<file path="src/rtl/sha_msg_padder.sv">
// SHA-256 message padder: packs a word stream into 512-bit blocks, appends
// the 0x80 marker and 64-bit bit length, and hands blocks to a hash core.
//
// Ports:
//   clk, reset          clock, async active-high reset
//   msg_valid/msg_ready word handshake (ready only while filling)
//   msg_data/bytes/last big-endian word, valid byte count, end of message
//   core_status         hash core idle/done flag
//   first_state         strobe: first block of a message
//   next_state          strobe: subsequent block of a message
//   message_block       block to hash, word 0 in [511:480]
//   initial_state       SHA-256 IV, H0 in [31:0]
//   block_count         blocks issued for the current message
//   hash_done           pulse once the final block has been hashed
module sha_msg_padder (
    input  logic         clk,
    input  logic         reset,
    input  logic         msg_valid,
    input  logic [31:0]  msg_data,
    input  logic [2:0]   msg_bytes,
    input  logic         msg_last,
    output logic         msg_ready,
    input  logic         core_status,
    output logic         first_state,
    output logic         next_state,
    output logic [511:0] message_block,
    output logic [255:0] initial_state,
    output logic [7:0]   block_count,
    output logic         hash_done
);

    typedef enum logic [2:0] {
        IDLE,
        FILL,
        PAD,
        ISSUE,
        WAIT,
        DONE
    } state_e;

    localparam logic [255:0] SHA256_IV =
        256'h5be0cd19_1f83d9ab_9b05688c_510e527f_a54ff53a_3c6ef372_bb67ae85_6a09e667;

    state_e             state_q, state_d;
    logic [15:0][31:0]  blk_q, blk_d;
    logic [3:0]         wptr_q, wptr_d;
    logic [63:0]        len_q, len_d;
    logic [7:0]         cnt_q, cnt_d;
    // Word index holding (or due to hold) the 0x80 marker; 16 means the
    // marker spills into the following block.
    logic [4:0]         pw_q, pw_d;
    // Marker still has to be written at word pw_q.
    logic               p80_q, p80_d;
    // Current block is not final and a padding block follows.
    logic               more_q, more_d;
    // Current block is the last of the message.
    logic               final_q, final_d;
    // First WAIT cycle, where core_status may still show the old idle.
    logic               wfirst_q, wfirst_d;

    logic [2:0]         nbytes;
    logic [31:0]        keep_mask;
    logic [31:0]        pad_word;

    assign initial_state = SHA256_IV;
    assign message_block = blk_q;
    assign block_count   = cnt_q;

    // Byte counts 5-7 behave as a full word.
    always_comb begin
        unique case (msg_bytes)
            3'd0:    nbytes = 3'd0;
            3'd1:    nbytes = 3'd1;
            3'd2:    nbytes = 3'd2;
            3'd3:    nbytes = 3'd3;
            default: nbytes = 3'd4;
        endcase
    end

    // Valid bytes are kept; the marker lands right after them when the
    // word has room for it.
    always_comb begin
        unique case (nbytes)
            3'd0: begin
                keep_mask = 32'h0000_0000;
                pad_word  = 32'h8000_0000;
            end
            3'd1: begin
                keep_mask = 32'hff00_0000;
                pad_word  = 32'h0080_0000;
            end
            3'd2: begin
                keep_mask = 32'hffff_0000;
                pad_word  = 32'h0000_8000;
            end
            3'd3: begin
                keep_mask = 32'hffff_ff00;
                pad_word  = 32'h0000_0080;
            end
            default: begin
                keep_mask = 32'hffff_ffff;
                pad_word  = 32'h0000_0000;
            end
        endcase
    end

    always_ff @(posedge clk or posedge reset) begin
        if (reset) begin
            state_q  <= IDLE;
            blk_q    <= '0;
            wptr_q   <= '0;
            len_q    <= '0;
            cnt_q    <= '0;
            pw_q     <= '0;
            p80_q    <= 1'b0;
            more_q   <= 1'b0;
            final_q  <= 1'b0;
            wfirst_q <= 1'b0;
        end else begin
            state_q  <= state_d;
            blk_q    <= blk_d;
            wptr_q   <= wptr_d;
            len_q    <= len_d;
            cnt_q    <= cnt_d;
            pw_q     <= pw_d;
            p80_q    <= p80_d;
            more_q   <= more_d;
            final_q  <= final_d;
            wfirst_q <= wfirst_d;
        end
    end

    always_comb begin
        state_d     = state_q;
        blk_d       = blk_q;
        wptr_d      = wptr_q;
        len_d       = len_q;
        cnt_d       = cnt_q;
        pw_d        = pw_q;
        p80_d       = p80_q;
        more_d      = more_q;
        final_d     = final_q;
        wfirst_d    = wfirst_q;
        msg_ready   = 1'b0;
        first_state = 1'b0;
        next_state  = 1'b0;
        hash_done   = 1'b0;

        unique case (state_q)
            IDLE: begin
                state_d = FILL;
            end

            FILL: begin
                msg_ready = 1'b1;
                // A zero-byte word without msg_last carries nothing.
                if (msg_valid && (nbytes != 3'd0 || msg_last)) begin
                    blk_d[4'd15 - wptr_q] = (msg_data & keep_mask) | pad_word;
                    len_d  = len_q + {58'd0, nbytes, 3'b000};
                    wptr_d = wptr_q + 4'd1;
                    if (msg_last) begin
                        if (nbytes == 3'd4) begin
                            pw_d  = {1'b0, wptr_q} + 5'd1;
                            p80_d = 1'b1;
                        end else begin
                            pw_d  = {1'b0, wptr_q};
                            p80_d = 1'b0;
                        end
                        more_d  = 1'b0;
                        final_d = 1'b0;
                        state_d = PAD;
                    end else if (wptr_q == 4'd15) begin
                        more_d  = 1'b0;
                        final_d = 1'b0;
                        state_d = ISSUE;
                    end
                end
            end

            PAD: begin
                state_d = ISSUE;
                if (pw_q[4]) begin
                    // Data filled the block; marker opens the next one.
                    more_d = 1'b1;
                    pw_d   = 5'd0;
                end else begin
                    if (p80_q) begin
                        blk_d[4'd15 - pw_q[3:0]] = 32'h8000_0000;
                    end
                    p80_d = 1'b0;
                    if (pw_q <= 5'd13) begin
                        blk_d[1] = len_q[63:32];
                        blk_d[0] = len_q[31:0];
                        final_d  = 1'b1;
                        more_d   = 1'b0;
                    end else begin
                        // No room for the length; it gets its own block.
                        more_d = 1'b1;
                        pw_d   = 5'd0;
                    end
                end
            end

            ISSUE: begin
                if (core_status) begin
                    if (cnt_q == 8'd0) begin
                        first_state = 1'b1;
                    end else begin
                        next_state = 1'b1;
                    end
                    cnt_d    = cnt_q + 8'd1;
                    wfirst_d = 1'b1;
                    state_d  = WAIT;
                end
            end

            WAIT: begin
                if (wfirst_q) begin
                    wfirst_d = 1'b0;
                end else if (core_status) begin
                    // Clearing here leaves zeros behind every later write.
                    blk_d = '0;
                    if (final_q) begin
                        state_d = DONE;
                    end else if (more_q) begin
                        state_d = PAD;
                    end else begin
                        wptr_d  = 4'd0;
                        state_d = FILL;
                    end
                end
            end

            DONE: begin
                hash_done = 1'b1;
                len_d     = '0;
                wptr_d    = '0;
                cnt_d     = '0;
                pw_d      = '0;
                p80_d     = 1'b0;
                more_d    = 1'b0;
                final_d   = 1'b0;
                state_d   = FILL;
            end

            default: begin
                state_d = IDLE;
            end
        endcase
    end

endmodule

</file>
<file path="config.mk">
export PLATFORM = sky130hd
export DESIGN_NAME = sha_msg_padder
export DESIGN_NICKNAME = d
export VERILOG_FILES = /design/src/rtl/sha_msg_padder.sv
export SDC_FILE = /design/constraint.sdc
export NUM_CORES = 1
export LEC_CHECK = 0
export BUFFER_PORTS_ARGS = -buffer_cell sky130_fd_sc_hd__clkbuf_2
export CAP_MARGIN = 20
export CORE_AREA = 4 4 321 323
export DETAILED_ROUTE_END_ITERATION = 8
export DIE_AREA = 0 0 325 327
export HOLD_SLACK_MARGIN = 0.15
export PLACE_DENSITY_LB_ADDON = 0.08
export SLEW_MARGIN = 10
export SYNTH_ARGS = -nofsm -noshare
export SYNTH_HDL_FRONTEND = slang
export SYNTH_SLANG_ARGS = --single-unit
</file>
<file path="constraint.sdc">
create_clock -name clk -period 18 [get_ports clk]
set_clock_uncertainty 0.05 [all_clocks]
set_input_delay 0 -clock clk [delete_from_list [all_inputs] [get_ports clk]]
set_output_delay 0 -clock clk [all_outputs]
set_load 0.1 [all_outputs]
</file>
After elaboration in Yosys (flattened, before gate mapping)
Cells that the tools add are included.
{"block": "op_classes", "addsub": 6, "n_lt_le_gt_ge": 5, "n_eq_ne": 26, "muxes": 64, "bitwise_logic": 5, "reduce_logical": 28}
{"cell": "$mux 512", "n": 5}
{"cell": "$pmux 512 s3", "n": 1}
{"cell": "$bwmux 512", "n": 1}
{"cell": "$and 496x496->496", "n": 1}
{"cell": "$not 496->496", "n": 1}
{"cell": "$demux 32 s4", "n": 2}
{"cell": "$pmux 32 s4", "n": 2}
{"cell": "$mux 64", "n": 2}
{"cell": "$pmux 64 s2", "n": 1}
{"cell": "$add 64x6->64", "n": 1}
{"cell": "$mux 32", "n": 2}
{"cell": "$and 32x32->32", "n": 1}
{"cell": "$or 32x32->32", "n": 1}
{"cell": "$mux 4", "n": 7}
{"cell": "$mux 3", "n": 7}
{"cell": "$mux 1", "n": 20}
{"cell": "$ne 2x2->1 const B", "n": 10}
{"cell": "$eq 3x2->1 const B", "n": 6}
{"cell": "$reduce_and 6->1", "n": 3}
{"cell": "$or 16x16->16", "n": 1}
{"cell": "$pmux 8 s2", "n": 1}
{"cell": "$mux 5", "n": 3}
{"cell": "$pmux 3 s5", "n": 1}
{"cell": "$pmux 5 s3", "n": 1}
{"cell": "28 further kinds", "n": 53}
{"block": "word_totals", "ff_bits": 600, "word_cells": 160}

Longest topological paths before layout
{"block": "depth", "word_depth": 11, "depth_mapped": 11, "depth_no_buf": 8}

Least setup slack after synthesis
No wires, ideal clock.
{"block": "synth_timing", "path_type": "register -> register", "from": "reg state_q[1]", "to": "reg blk_q (netlist bit message_block[10])", "t_arrival_ns": 2.946, "path_slack_ns": 14.926, "stages_incl_launch_ff": 11, "period_less_slack_ns": 3.074, "cell_sequence": "dfrtp_1 or3b_1 buf_2 inv_1 nand2_1 clkbuf_1 nand2_1 clkbuf_1 nand2_1 clkbuf_1 o2bb2ai_1"}
{"block": "synth_via", "elab_chain_cells": 3, "elab_cells_between_ends": 11, "classes_between": "eq/ne (8); mux (1); reduce/logical (2)"}
{"item": "from (decl)", "line_no": "44", "text": "state_e state_q, state_d;"}
{"item": "from (signal assigned)", "line_no": "120", "text": "state_q <= state_d;"}
{"item": "$eq 3x2->1 (tied with other cells)", "line_no": "149", "text": "unique case (state_q)"}
{"item": "$ne 3x3->1 (no source line) (tied with other cells)"}
{"item": "$reduce_and 6->1 (no source line)"}
{"item": "to (signal assigned)", "line_no": "121", "text": "blk_q <= blk_d;"}
{"item": "to (decl)", "line_no": "45", "text": "logic [15:0][31:0] blk_q, blk_d;"}
Parallel ways exist; a longest one is shown, timed or not.
A chain may end at the register's enable or synchronous reset.

Worst setup path in the final report
{"block": "layout_timing", "from": "reg state_q[0]", "to": "reg len_q[45]"}
{"block": "layout_via", "elab_chain_cells": 3, "elab_cells_between_ends": 6, "classes_between": "eq/ne (3); mux (1); reduce/logical (2)"}
{"item": "$eq 3x1->1 or $eq 3x3->1 (tied branches)", "line_no": "149"}
{"item": "$ne 2x2->1 (no source line) or $reduce_bool 2->1 (tied branches)"}
{"item": "$reduce_and 2->1 (no source line)"}
{"item": "to (signal assigned)", "line_no": "123", "text": "len_q <= len_d;"}
{"item": "to (decl)", "line_no": "47", "text": "logic [63:0] len_q, len_d;"}
Parallel ways exist; a longest one is shown, timed or not.

==> results by stage <==
GRT:
- Global routing finished with a remaining overflow of 0.
- The initial antenna violation count is 3.
- The global-route wire length before repair is 165000 um.
- Entering global routing, the biggest net connects 176 pins.
- Across every metal layer, demand over resource in global routing totals 0.210.
- The via count of the first global-routing pass is 21600.

Die:
- The placeable core area is 99900 sq um.
- The initialized floorplan defines 116 standard-cell rows.
- The width of the die is 325 um.
- From bottom edge to top edge, the die measures 327 um.
- For this design the top-level I/O count stands at 820.
- The die covers 106000 sq um.
- The effective utilization at floorplan is 0.263.

Final layout:
- Relative to the synthesized area, the layout overhead comes to 24.0%.
- The net count of the finished layout is 2957.
- Leaving out fill and tap cells, the most frequent cell in the layout is dfrtp_1.
- Leaving out fill and tap cells, the most frequent cells in the layout are dfrtp_1 (597), clkbuf_2 (563), o2bb2ai_1 (411).
- The share of final-layout standard cells stronger than drive strength 1 is 0.267.

STA:
- Setup violations remaining at the end of the flow were counted as 0.
- The max-slew violation total from the final report is 0.
- Dividing the final minimum period by the clock period gives 0.209.
- The maximum achievable frequency is 0.266 GHz.
- The number of hold-slack violations in the final timing report was 0.
- The routed design could run at a clock period as short as 3.76 ns.
- The slew of the pin with the lowest slew margin is 1.21 ns.
- The worst pin sits at a relative slew slack of 0.196.
- Setup repair after global routing left no endpoint under its margin.
- Adding up every negative setup slack in the final design gives 0 ns.

Synth:
- The post-synthesis cell type count is 67.
- The fraction of the yosys area taken by sequential cells is 0.569.
- The number of instances in the synthesized netlist is 2360.
- The cell area that synthesis handed to floorplanning was 26200 sq um.
- The average instance in the mapped netlist occupies 11.1 sq um.
- The synthesized design contains 0 enable-type register cells.
- The proportion of synthesized flip-flops having asynchronous set or reset is 1.00.
- The number of warning messages in the yosys log is 0.
- In the synthesized netlist the dominant register cell turns out to be dfrtp_1.
- The flip-flop and latch count after synthesis is 597.

Drt:
- The wire length reported by the detailed router is 115000 um.
- After detailed routing, the number of vias per cell comes to 4.90.
- The detailed router finished its first iteration with 1161 violations.
- The count of TritonRoute iterations in the first routing pass is 7.
- In the routed design, unresolved DRC markers number 0.
- After detailed routing, the average wire length per cell comes to 27.0 um.
- The routed layout has 20900 vias.
- Once detail routing completed, the nets flagged for antenna violations numbered 0.

Worst setup path:
- Walking the worst path, the cells encountered are or3b_1 -> nor2_2 -> buf_4 -> nand4_1 -> or4_1 -> a21oi_1.
- The type of the worst setup path is reg -> reg.
- STA classifies the critical path endpoint as a flop.
- For this design, the slowest cell found on the critical path is nor2_2.
- The type of element launching the critical path is a flop.
- The family with the most delay on the worst path is simple AND/OR/NAND/NOR gates.
- The critical path arrival is 4.27 ns.
- In this run the worst path has a maximum fanout of 18.
- Counting both buffers and inverters, the worst setup path holds a total of 1.
- The biggest cell delay along the critical path is 0.79 ns.
- The data required time at the worst endpoint is 18.51 ns.
- The critical path crosses 6 cells after its start point.
- Measured in cells, the most critical reg-to-reg path has a length of 6.

Clock network:
- In this run the number of H-tree levels came out at 3.
- The TritonCTS buffer count is 75.
- The count of buffers added by post-CTS timing repair for setup is 0.
- The post-CTS resize count is 0.
- The TritonCTS clock tree is built.
- The cell sitting at the root of the clock tree is a clkbuf_16.
- Clock-pin slew was measured on the worst setup and hold paths at 0.06 ns.
- At the later pin of the worst-skew pair, clock insertion delay measures 0.64 ns.
- The number of buffers on the longest clock path is 3.
- The clock sink total is 597.

Placement:
- The count of buffers inserted at the top-level ports is 563.
- The global placer's final weighted congestion is 0.825.
- After legalization and detailed placement, the total HPWL measured 79000 um.

Outcome:
- The run finished with clean final reports.

Worst hold path:
- In this run the worst hold path is classified as in -> reg.
- Counting instances, the worst hold path has a depth of 5.

Run:
- The tool flagged a number of max-cap violations equal to 0.
==> metal layers <==
metal  part of all wire  track usage  wire (um)
met1               0.41        0.258      47400
met2               0.49        0.360      56400
met3              0.072       0.0592       8260
met4              0.025       0.0595       2850
met5                  0            0          0
==> cells by family (layout without fill, tap and decap cells) <==
logic type / count (synthesis) / after routing / synth area share
flip-flops: 597 / 597 / 0.569
XOR/XNOR: 34 / 34 / 0.0114
AO/OA/AOI/OAI: 753 / 753 / 0.218
buffers and inverters: 470 / 818 / 0.104
multiplexers: 10 / 10 / 0.00386
other: 2 / 257 / 0.000286
adder cells (fa/ha/maj): 10 / 10 / 0.00506
AND/OR/NAND/NOR: 484 / 484 / 0.0878
==> synthesized netlist by cell type, types with 6 or more instances <==
master     count  area (sq um)
nor4_1         7          43.8
buf_4        256          1920
buf_1         12          45.0
mux2i_1        9          90.1
xnor2_1       15           131
and3_1        13          81.3
nor3_1        18          90.1
o22a_1        12           105
or3_1         18           113
a22o_1        29           254
o21ai_0      122           611
o2bb2ai_1    411          3600
a32oi_1       14           123
nand4_1       29           181
clkbuf_1     181           679
nor2b_1       13          81.3
and2_1         6          37.5
o211ai_1      10          75.1
and4_1         6          52.6
nor2_1        93           349
o31ai_1       14           105
xor2_1        19           166
ha_1           9           113
nand3_1       48           240
a211oi_1       9          67.6
dfrtp_1      597         14900
a31oi_1       14          87.6
or4_1         15           113
inv_1         18          67.6
nand2_1      194           728
a21oi_1       87           435
==> worst paths after layout <==
| path | end | slack [ns] | startpoint |
|---|---|---|---|
| min in group asynchronous | block_count[2] | 0.62 | reset |
| max in group asynchronous | message_block[381] | 14.43 | reset |
| hold reg to reg | message_block[136] | 0.43 | message_block[136] |
| hold / removal | len_q[4] | 0.22 | msg_bytes[1] |
| setup / recovery | len_q[45] | 14.24 | state_q[0] |
| setup reg to reg | len_q[45] | 14.24 | state_q[0] |
==> registers in the layout (all words and copies together), names as in the netlist <==
signal,flops
message_block,512
len_q,61
block_count,8
pw_q,5
wptr_q,4
state_q,3
final_q,1
more_q,1
p80_q,1
wfirst_q,1
==> per-stage QoR <==
step,hold WS [ns],worst slack [ns],std cells,utilization,instance area [sq um]
floorplan,0.160,1.24,2614,-,27200
global placement,0.202,14.37,4080,0.296,29500
detailed placement,0.213,14.24,4083,0.296,29600
CTS,0.153,14.05,4257,0.325,32500
global route,0.229,13.79,4260,0.326,32500
finish,0.221,14.24,4261,0.326,32500
==> what timing repair did <==
action	4_1_cts	5_1_grt
hold endpoints to repair	602	0
hold buffers	42	0
setup endpoints to repair	0	0
==> layout make-up <==
class,count,area [sq um]
clock inverters,33,375
fillers,10200,67300
clock buffers,99,2150
multi-input cells,1547,9630
flip-flops and latches,597,14900
repair buffers,668,3750
inverters,18,75.1
well taps,1298,1620
diodes,1,2.50
==> tightest hold or removal path: stages <==
cell      delay (ns)
clkbuf_2        0.25
nor2b_1         0.28
fa_1            0.22
nand2_1         0.06
nand2_1         0.06
Power is left out: the tool's default activity adds up to more than one toggle a clock period on the data nets, which glitch-free logic cannot reach.
